## src/rtl/seg_display_arbiter.sv

```systemverilog
// -----------------------------------------------------------------------------
// seg_display_arbiter
//   Shares a 2-digit common-cathode 7-segment display between requester A
//   (key up/down counter) and requester B (status/alarm code). Ownership is
//   arbitrated once per frame with a minimum hold time, both digits are
//   scanned with a dead-time blanking window at the start of every slot, and
//   one byte is latched per frame so a digit pair never tears.
//
// Ports
//   Sys_CLK  in   1  system clock
//   Sys_RST  in   1  asynchronous, active-low reset
//   EN       in   1  display enable; low blanks the display, freezes arbitration
//   Req_A    in   1  requester A wants the display (level)
//   Data_A   in   8  A's byte: [7:4] high digit, [3:0] low digit
//   Req_B    in   1  requester B wants the display (level)
//   Data_B   in   8  B's byte, same format
//   Grant_A  out  1  A owns the display
//   Grant_B  out  1  B owns the display
//   COM      out  2  digit select: 01 low, 10 high, 00 none
//   SEG      out  8  segments [7:1]=a..g, [0]=DP, active high
// -----------------------------------------------------------------------------
module seg_display_arbiter #(
  parameter int DIV_MAX     = 5000,
  parameter int BLANK_CYC   = 8,
  parameter int HOLD_FRAMES = 100
) (
  input  logic       Sys_CLK,
  input  logic       Sys_RST,
  input  logic       EN,
  input  logic       Req_A,
  input  logic [7:0] Data_A,
  input  logic       Req_B,
  input  logic [7:0] Data_B,
  output logic       Grant_A,
  output logic       Grant_B,
  output logic [1:0] COM,
  output logic [7:0] SEG
);

  localparam int TW = (DIV_MAX > 1) ? $clog2(DIV_MAX) : 1;
  localparam int HW = (HOLD_FRAMES > 0) ? $clog2(HOLD_FRAMES + 1) : 1;

  localparam logic [TW-1:0] TICK_LAST  = TW'(DIV_MAX - 1);
  localparam logic [TW-1:0] BLANK_LAST = TW'(BLANK_CYC - 1);
  localparam logic [TW-1:0] BLANK_N    = TW'(BLANK_CYC);
  localparam logic [HW-1:0] HOLD_N     = HW'(HOLD_FRAMES);

  typedef enum logic [1:0] {
    IDLE  = 2'd0,
    OWN_A = 2'd1,
    OWN_B = 2'd2
  } arb_t;

  arb_t          st;
  arb_t          st_nxt;
  logic [TW-1:0] tick;
  logic          digit_hi;
  logic [HW-1:0] hold_cnt;
  logic [HW-1:0] frames_done;
  logic [7:0]    frame;
  logic          boundary;

  function automatic logic [7:0] hex7(input logic [3:0] n);
    logic [7:0] s;
    case (n)
      4'h0: s = 8'hFC;  4'h1: s = 8'h60;  4'h2: s = 8'hDA;  4'h3: s = 8'hF2;
      4'h4: s = 8'h66;  4'h5: s = 8'hB6;  4'h6: s = 8'hBE;  4'h7: s = 8'hE0;
      4'h8: s = 8'hFE;  4'h9: s = 8'hF6;  4'hA: s = 8'hEE;  4'hB: s = 8'h3E;
      4'hC: s = 8'h9C;  4'hD: s = 8'h7A;  4'hE: s = 8'h9E;  default: s = 8'h8E;
    endcase
    return s;
  endfunction

  // The hold test counts the frame that is ending at this boundary as already
  // served, so an owner contested from its grant gives way after exactly
  // HOLD_FRAMES displayed frames.
  function automatic arb_t arb_next(input arb_t cur, input logic ra,
                                    input logic rb, input logic [HW-1:0] done);
    arb_t n;
    n = cur;
    case (cur)
      IDLE:    n = rb ? OWN_B : (ra ? OWN_A : IDLE);
      OWN_A: begin
        if (!ra)                     n = rb ? OWN_B : IDLE;
        else if (rb && done >= HOLD_N) n = OWN_B;
      end
      OWN_B: begin
        if (!rb)                     n = ra ? OWN_A : IDLE;
        else if (ra && done >= HOLD_N) n = OWN_A;
      end
      default: n = IDLE;
    endcase
    return n;
  endfunction

  // Frame boundary: last blanking cycle before a low-digit slot.
  assign boundary    = EN && !digit_hi && (tick == BLANK_LAST);
  assign frames_done = (hold_cnt >= HOLD_N) ? HOLD_N : hold_cnt + 1'b1;
  assign st_nxt      = arb_next(st, Req_A, Req_B, frames_done);

  // ---- scan / arbitration / registered outputs ----
  always_ff @(posedge Sys_CLK or negedge Sys_RST) begin
    if (!Sys_RST) begin
      st       <= IDLE;
      hold_cnt <= '0;
      Grant_A  <= 1'b0;
      Grant_B  <= 1'b0;
      tick     <= '0;
      digit_hi <= 1'b0;
      COM      <= 2'b00;
      SEG      <= 8'h00;
    end else if (!EN) begin
      tick     <= '0;
      digit_hi <= 1'b0;
      COM      <= 2'b00;
      SEG      <= 8'h00;
    end else begin
      if (tick == TICK_LAST) begin
        tick     <= '0;
        digit_hi <= !digit_hi;
      end else begin
        tick <= tick + 1'b1;
      end

      if (tick < BLANK_N || st == IDLE) begin
        COM <= 2'b00;
        SEG <= 8'h00;
      end else if (!digit_hi) begin
        COM <= 2'b01;
        SEG <= hex7(frame[3:0]) | {7'b0, st == OWN_B};
      end else begin
        COM <= 2'b10;
        SEG <= hex7(frame[7:4]);
      end

      if (boundary) begin
        st       <= st_nxt;
        hold_cnt <= (st_nxt != st) ? '0 : frames_done;
        Grant_A  <= (st_nxt == OWN_A);
        Grant_B  <= (st_nxt == OWN_B);
      end
    end
  end

  // ---- frame latch: one coherent byte per frame from the new owner ----
  always_ff @(posedge Sys_CLK) begin
    if (boundary) frame <= (st_nxt == OWN_B) ? Data_B : Data_A;
  end

endmodule

```

## config.mk

```make
export PLATFORM = sky130hd
export DESIGN_NAME = seg_display_arbiter
export DESIGN_NICKNAME = d
export VERILOG_FILES = /design/src/rtl/seg_display_arbiter.sv
export SDC_FILE = /design/constraint.sdc
export NUM_CORES = 1
export LEC_CHECK = 0
export ABC_AREA = 0
export BUFFER_PORTS_ARGS = -buffer_cell sky130_fd_sc_hd__buf_2
export CORE_AREA = 3 3 88 90
export CTS_CLUSTER_DIAMETER = 120
export DETAILED_ROUTE_END_ITERATION = 10
export DIE_AREA = 0 0 91 93
export GPL_TIMING_DRIVEN = 0
export PLACE_DENSITY = 0.74
export RECOVER_POWER = 50
export SYNTH_ARGS = -nofsm -noshare
export SYNTH_HDL_FRONTEND = slang
export SYNTH_SLANG_ARGS = --single-unit
```

## constraint.sdc

```tcl
create_clock -name Sys_CLK -period 3.28 [get_ports Sys_CLK]
set_clock_uncertainty 0.15 [all_clocks]
set_input_delay 0.164 -clock Sys_CLK [delete_from_list [all_inputs] [get_ports Sys_CLK]]
set_output_delay 0.164 -clock Sys_CLK [all_outputs]
set_load 0.005 [all_outputs]
```

# Yosys cells after proc, flatten, opt, wreduce, memory -nomap -nowiden
# Memories as Yosys holds them, arrays and structs flattened. A register that Yosys moved wholly into a read port is not among the register bits.
# Cells that the tools add are included.
[word_totals]
ramBits = 0
word_cells = 59
input_bits = 21
romBits = 224
mem_count = 2
regBits = 43
out_inout_bits = 12
latch_bits = 0
[memory_table]
columns = ["name", "words", "width", "rd", "rd_ports_with_merged_regs", "wr", "line", "rtl"]
rows = [
  ["(name not given)", 16, 7, 1, 1, 0, "65", "case (n)"],
  ["(name not given)", 16, 7, 1, 1, 0, "65", ""],
]
[classes]
mux = 26
eq_ne = 8
bitwise_logic = 1
reduce_logical = 8
addsub = 2
n_lt_le_gt_ge = 3
shift = 0
n_mul = 0
div = 0
[ops]
columns = ["operator", "count"]
rows = [
  ["$mux 8", 7],
  ["$mux 13", 2],
  ["$mux 2", 9],
  ["$ge 7x7->1 const B", 2],
  ["$mux 7", 2],
  ["$add 13x1->13 const B", 1],
  ["$eq 13x13->1 const B", 1],
  ["$eq 13x3->1 const B", 1],
  ["$lt 13x4->1 const B", 1],
  ["$mux 4", 2],
  ["$or 8x1->8", 1],
  ["$add 7x1->7 const B", 1],
  ["$pmux 2 s3", 1],
  ["$eq 2x1->1 const B", 2],
  ["$eq 2x2->1 const B", 2],
  ["$logic_and 1x1->1", 4],
  ["$mux 1", 3],
  ["$logic_not 2->1", 1],
  ["$ne 2x1->1 const B", 1],
  ["$ne 2x2->1", 1],
  ["$reduce_and 2->1", 1],
  ["$logic_not 1->1", 1],
  ["$logic_or 1x1->1", 1],
]

# Logic depth before layout (Yosys ltp)
[depth]
depth_word = 10
mapped_depth = 15
depth_no_buf = 12

# Worst setup path after synthesis
# No wires, ideal clock.
[synth_path]
path_type = "flip-flop to flip-flop"
startpoint = "register hold_cnt[0]"
endpoint = "register (tool-made name)"
t_arrival_ns = 3.338
setup_ns = 0.121
slack_ns = -0.329
n_path_buf = 3
synth_period_minus_slack_ns = 3.609
t_required_ns = 3.009
stages_incl_launch_ff = 16
cell_sequence = "dfrtp_1 > ha_1 > buf_2 > nor4_1 > a21oi_1 > or2_1 > clkbuf_1 > and4_1 > buf_2 > nor3_4 > mux2_2 > mux2_2 > inv_1 > ha_1 > mux2i_1 > mux2_2"
[synth_rtl]
columns = ["element", "line", "rtl"]
rows = [
  ["start, declared", "58", "logic [HW-1:0] hold_cnt;"],
  ["start signal, assigned", "138", "hold_cnt <= (st_nxt != st) ? '0 : frames_done;"],
]

# Final worst setup path
[layout_path]
startpoint = "register hold_cnt[1]"
endpoint = "register hold_cnt[2]"
[layout_via]
elab_chain_len = 9
[layout_rtl]
columns = ["element", "line", "rtl"]
rows = [
  ["$add 7x1->7 / $ge 7x7->1 (equally long branches)", "98", "assign frames_done = (hold_cnt >= HOLD_N) ? HOLD_N : hold_cnt + 1'b1;"],
  ["$mux 7 *", "98", ""],
  ["$ge 7x7->1", "85, 89", ""],
  ["$logic_and 1x1->1 (on tied branches)", "89, 85", ""],
  ["$mux 2 (on tied branches)", "89, 85", ""],
  ["$mux 2 (on tied branches)", "88, 84", ""],
  ["$pmux 2 s3", "81", "case (cur)"],
  ["$ne 2x2->1", "138", ""],
  ["$mux 7 *", "138", ""],
]
# Mark *: on every way between the ends. The rest lies on a longest branch, timed or not.
# A chain may end at the register's enable or synchronous reset.

==> summary.md <==
| Metric | Value |
|---|---|
| Tmin final | 3270 ps |
| Status | finished with violations |
| Mapped Cells | 311 |
| I/O Pins | 33 |
| Max-cap violations | 1 |
| Finish-stage setup viols | 0 |
| WHS Path Cells | 3 |
| Arr. time, crit path | 3350 ps |
| Mapped Area | 3170 um^2 |
| Later-pin clock latency in the skew report | 340 ps |
| Layout area overhead | 37.7% |
| Clk sinks | 57 |
| Max FO, Critical Path | 6 |
| Placed instance area | 3580 um^2 |
| Detailed Route WL | 7.14 mm |
| Netlist cell types | 49 |
| Yosys Warn Count | 0 |
| Max Clock Freq | 0.306 GHz |
| # fillers | 620 |
| Antenna diodes | 0 |
| I/O Buffers | 32 |
| Startpoint types | flop |
| Largest net degree at the start of global routing | 36 |
| WL/cell | 13.9 um |
| CORE AREA | 7140 um^2 |
| Tot GR Track Use | 0.170 |
| DRC viols | 0 |
| Die height | 93 um |
| Die X | 91 um |
| Post-Syn Nets | 349 |
| Via density | 5.13 |
| Number of H-tree levels | 3 |
| Num rows | 31 |
| Full die area | 8460 um^2 |
| Congestion Overflow GR | 0 |
| Final Hold Vio Count | 0 |
| Starting Density | 0.444 |
| CTS root buffer | clkbuf_8 |
| CTS buffer count | 9 |
| Synthesized area per cell | 10.2 um^2 |
| Top post-synthesis cells by area | dfrtp_1 28%, dfxtp_1 8.8%, edfxtp_1 7.6% |
| Leakage dissipation | 1.97 nW |
| Worst path required time | 3350 ps |
| Slew HR | -0.184 |
| Pwr dens | 344 nW/um^2 |
| Nets | 446 |
| Post-DRT Antenna Nets | 0 |
| DR iter-0 viols | 108 |
| Post-synth EDFFs | 8 |
| Share of the synthesized area in the top cell type | 0.276 |
| Antenna violations before repair | 0 |
| DR pass1 iterations | 4 |
| Top cells by count, synth | 36 x nand2_1, 36 x nor2_1, 35 x dfrtp_1 |
| Ys async rst share | 0.614 |
| Main synth FF type | dfrtp_1 |
| Slew @ Worst Pin | 1780 ps |
| Maximum vdd drop | 0.000194 V |
| Worst hold-check path type | in -> reg |
| Register bit total from synthesis | 57 |
| Final Wtd Congestion | 0.786 |
| WS Path Type | reg -> reg |
| Synth area leader | dfrtp_1 |
| Crit. End Element | flop |
| HPWL after DPL | 4.41 mm |
| Part of the cycle the worst path needs | 0.998 |
| Routed via count | 2625 |
| Post-route design area | 4370 um^2 |
| Final Util | 0.612 |
| Failing checks | capacitance limit, slew limit |
| Ratio of cells with drive above 1 in the final layout | 0.354 |
| Reg area | 1400 um^2 |
| Sequential element share of the synthesized area | 0.440 |
| CTS tree | done |
| Number of global-route vias before repair | 2604 |
| Multi-input logic area | 1830 um^2 |
| Reg2Reg Depth | 21 |
| RSZ-0062 raised after global routing | true |
| Slew Viols, Final | 36 |
| Clock-pin slew of the registers on the worst-case setup and hold paths | 70 ps |
| First-pass GRT wire length | 11.5 mm |
| Clock Tree Buf Depth | 2 |
where the power goes:
part           switching (mW)  internal [mW]  total (mW)
logic                  0.0571         0.0527       0.110
clock network           0.290          0.372       0.663
registers             0.00516          0.725       0.730
placed cells by master, fill, tap and decap left out, types with 7 or more instances in the layout:
cell,synthesis,layout
dfxtp_1,14,14
clkbuf_1,6,11
xnor2_1,10,8
buf_6,6,13
mux2i_1,16,15
clkbuf_8,0,10
buf_4,0,34
buf_2,4,27
dfrtp_1,35,35
xor2_1,8,8
edfxtp_1,8,8
nor2_1,36,36
mux2_4,0,7
ha_1,17,11
nand2_1,36,35
dlygate4sd3_1,0,14
nand3_1,15,15
worst max-delay path, stage by stage, from the launching register on:
cell	delay, ps
dfrtp_1	380
ha_2	180
buf_6	140
xnor2_2	140
a21oi_2	80
buf_4	140
buf_4	130
buf_4	120
buf_4	120
buf_4	120
buf_4	120
buf_4	120
buf_4	130
buf_6	100
buf_6	100
buf_6	100
buf_6	110
buf_6	100
buf_4	130
buf_4	130
buf_4	120
a22o_1	180
per-layer routing:
layer	vias to the layer above	global-route usage	wire length, um
li1	1295	-	-
met2	54	0.293	3640
met5	-	0	0
met3	9	0.0475	326
met1	1267	0.195	3060
met4	0	0.0779	110
worst paths after layout:
check	endpoint	slack, ps	from
worst min register to register	SEG[7]$_DFF_PN0_	310	flop
min in group asynchronous	hold_cnt[3]$_DFFE_PN0P_	680	Sys_RST
max in group asynchronous	tick[3]$_DFF_PN0_	1260	Sys_RST
worst max-delay path	hold_cnt[2]$_DFFE_PN0P_	8	hold_cnt[1]$_DFFE_PN0P_
worst min-delay path	frame[7]$_DFFE_PP_	10	Data_A[7]
worst max register to register	hold_cnt[2]$_DFFE_PN0P_	8	hold_cnt[1]$_DFFE_PN0P_
layout make-up:
| type | count | area share |
|---|---|---|
| Buffer | 15 | 0.0307 |
| Clock buffer | 10 | 0.0315 |
| Clock inverter | 6 | 0.0149 |
| Inverter | 11 | 0.0109 |
| Multi-Input combinational cell | 226 | 0.420 |
| Sequential cell | 57 | 0.320 |
| Tap cell | 99 | 0.0284 |
| Timing Repair Buffer | 88 | 0.144 |
kinds of logic after synthesis:
group | after synthesis | synth area share
fa+ha+maj | 17 | 0.0671
xor+xnor | 18 | 0.0497
buf+inv | 28 | 0.0493
simple gates | 113 | 0.169
compound gates | 52 | 0.138
flops | 57 | 0.440
mux | 26 | 0.0860
what timing repair did:
action	in CTS	in global routing
gates cloned	0	1
endpoints found under the hold margin	47	0
resized for setup	9	29
setup buffers	33	8
pin swaps	5	6
hold buffers	14	0
setup endpoints to repair	14	14
per-stage QoR:
step                      setup slack (ps)  hold WS [ps]  setup TNS (ps)  instances  power, mW
after floorplan                      -40.4          -282            -160        311      0.793
after global placement                -315           122           -3400        442      0.827
after detailed placement              -323           122           -3580        442      0.829
after CTS                             31.1          3.22               0        504       1.52
after global routing                  -115          14.1            -880        512       1.57
final                                 8.06          9.77               0        512       1.50
No activity file was read; power rests on OpenSTA's default activity.
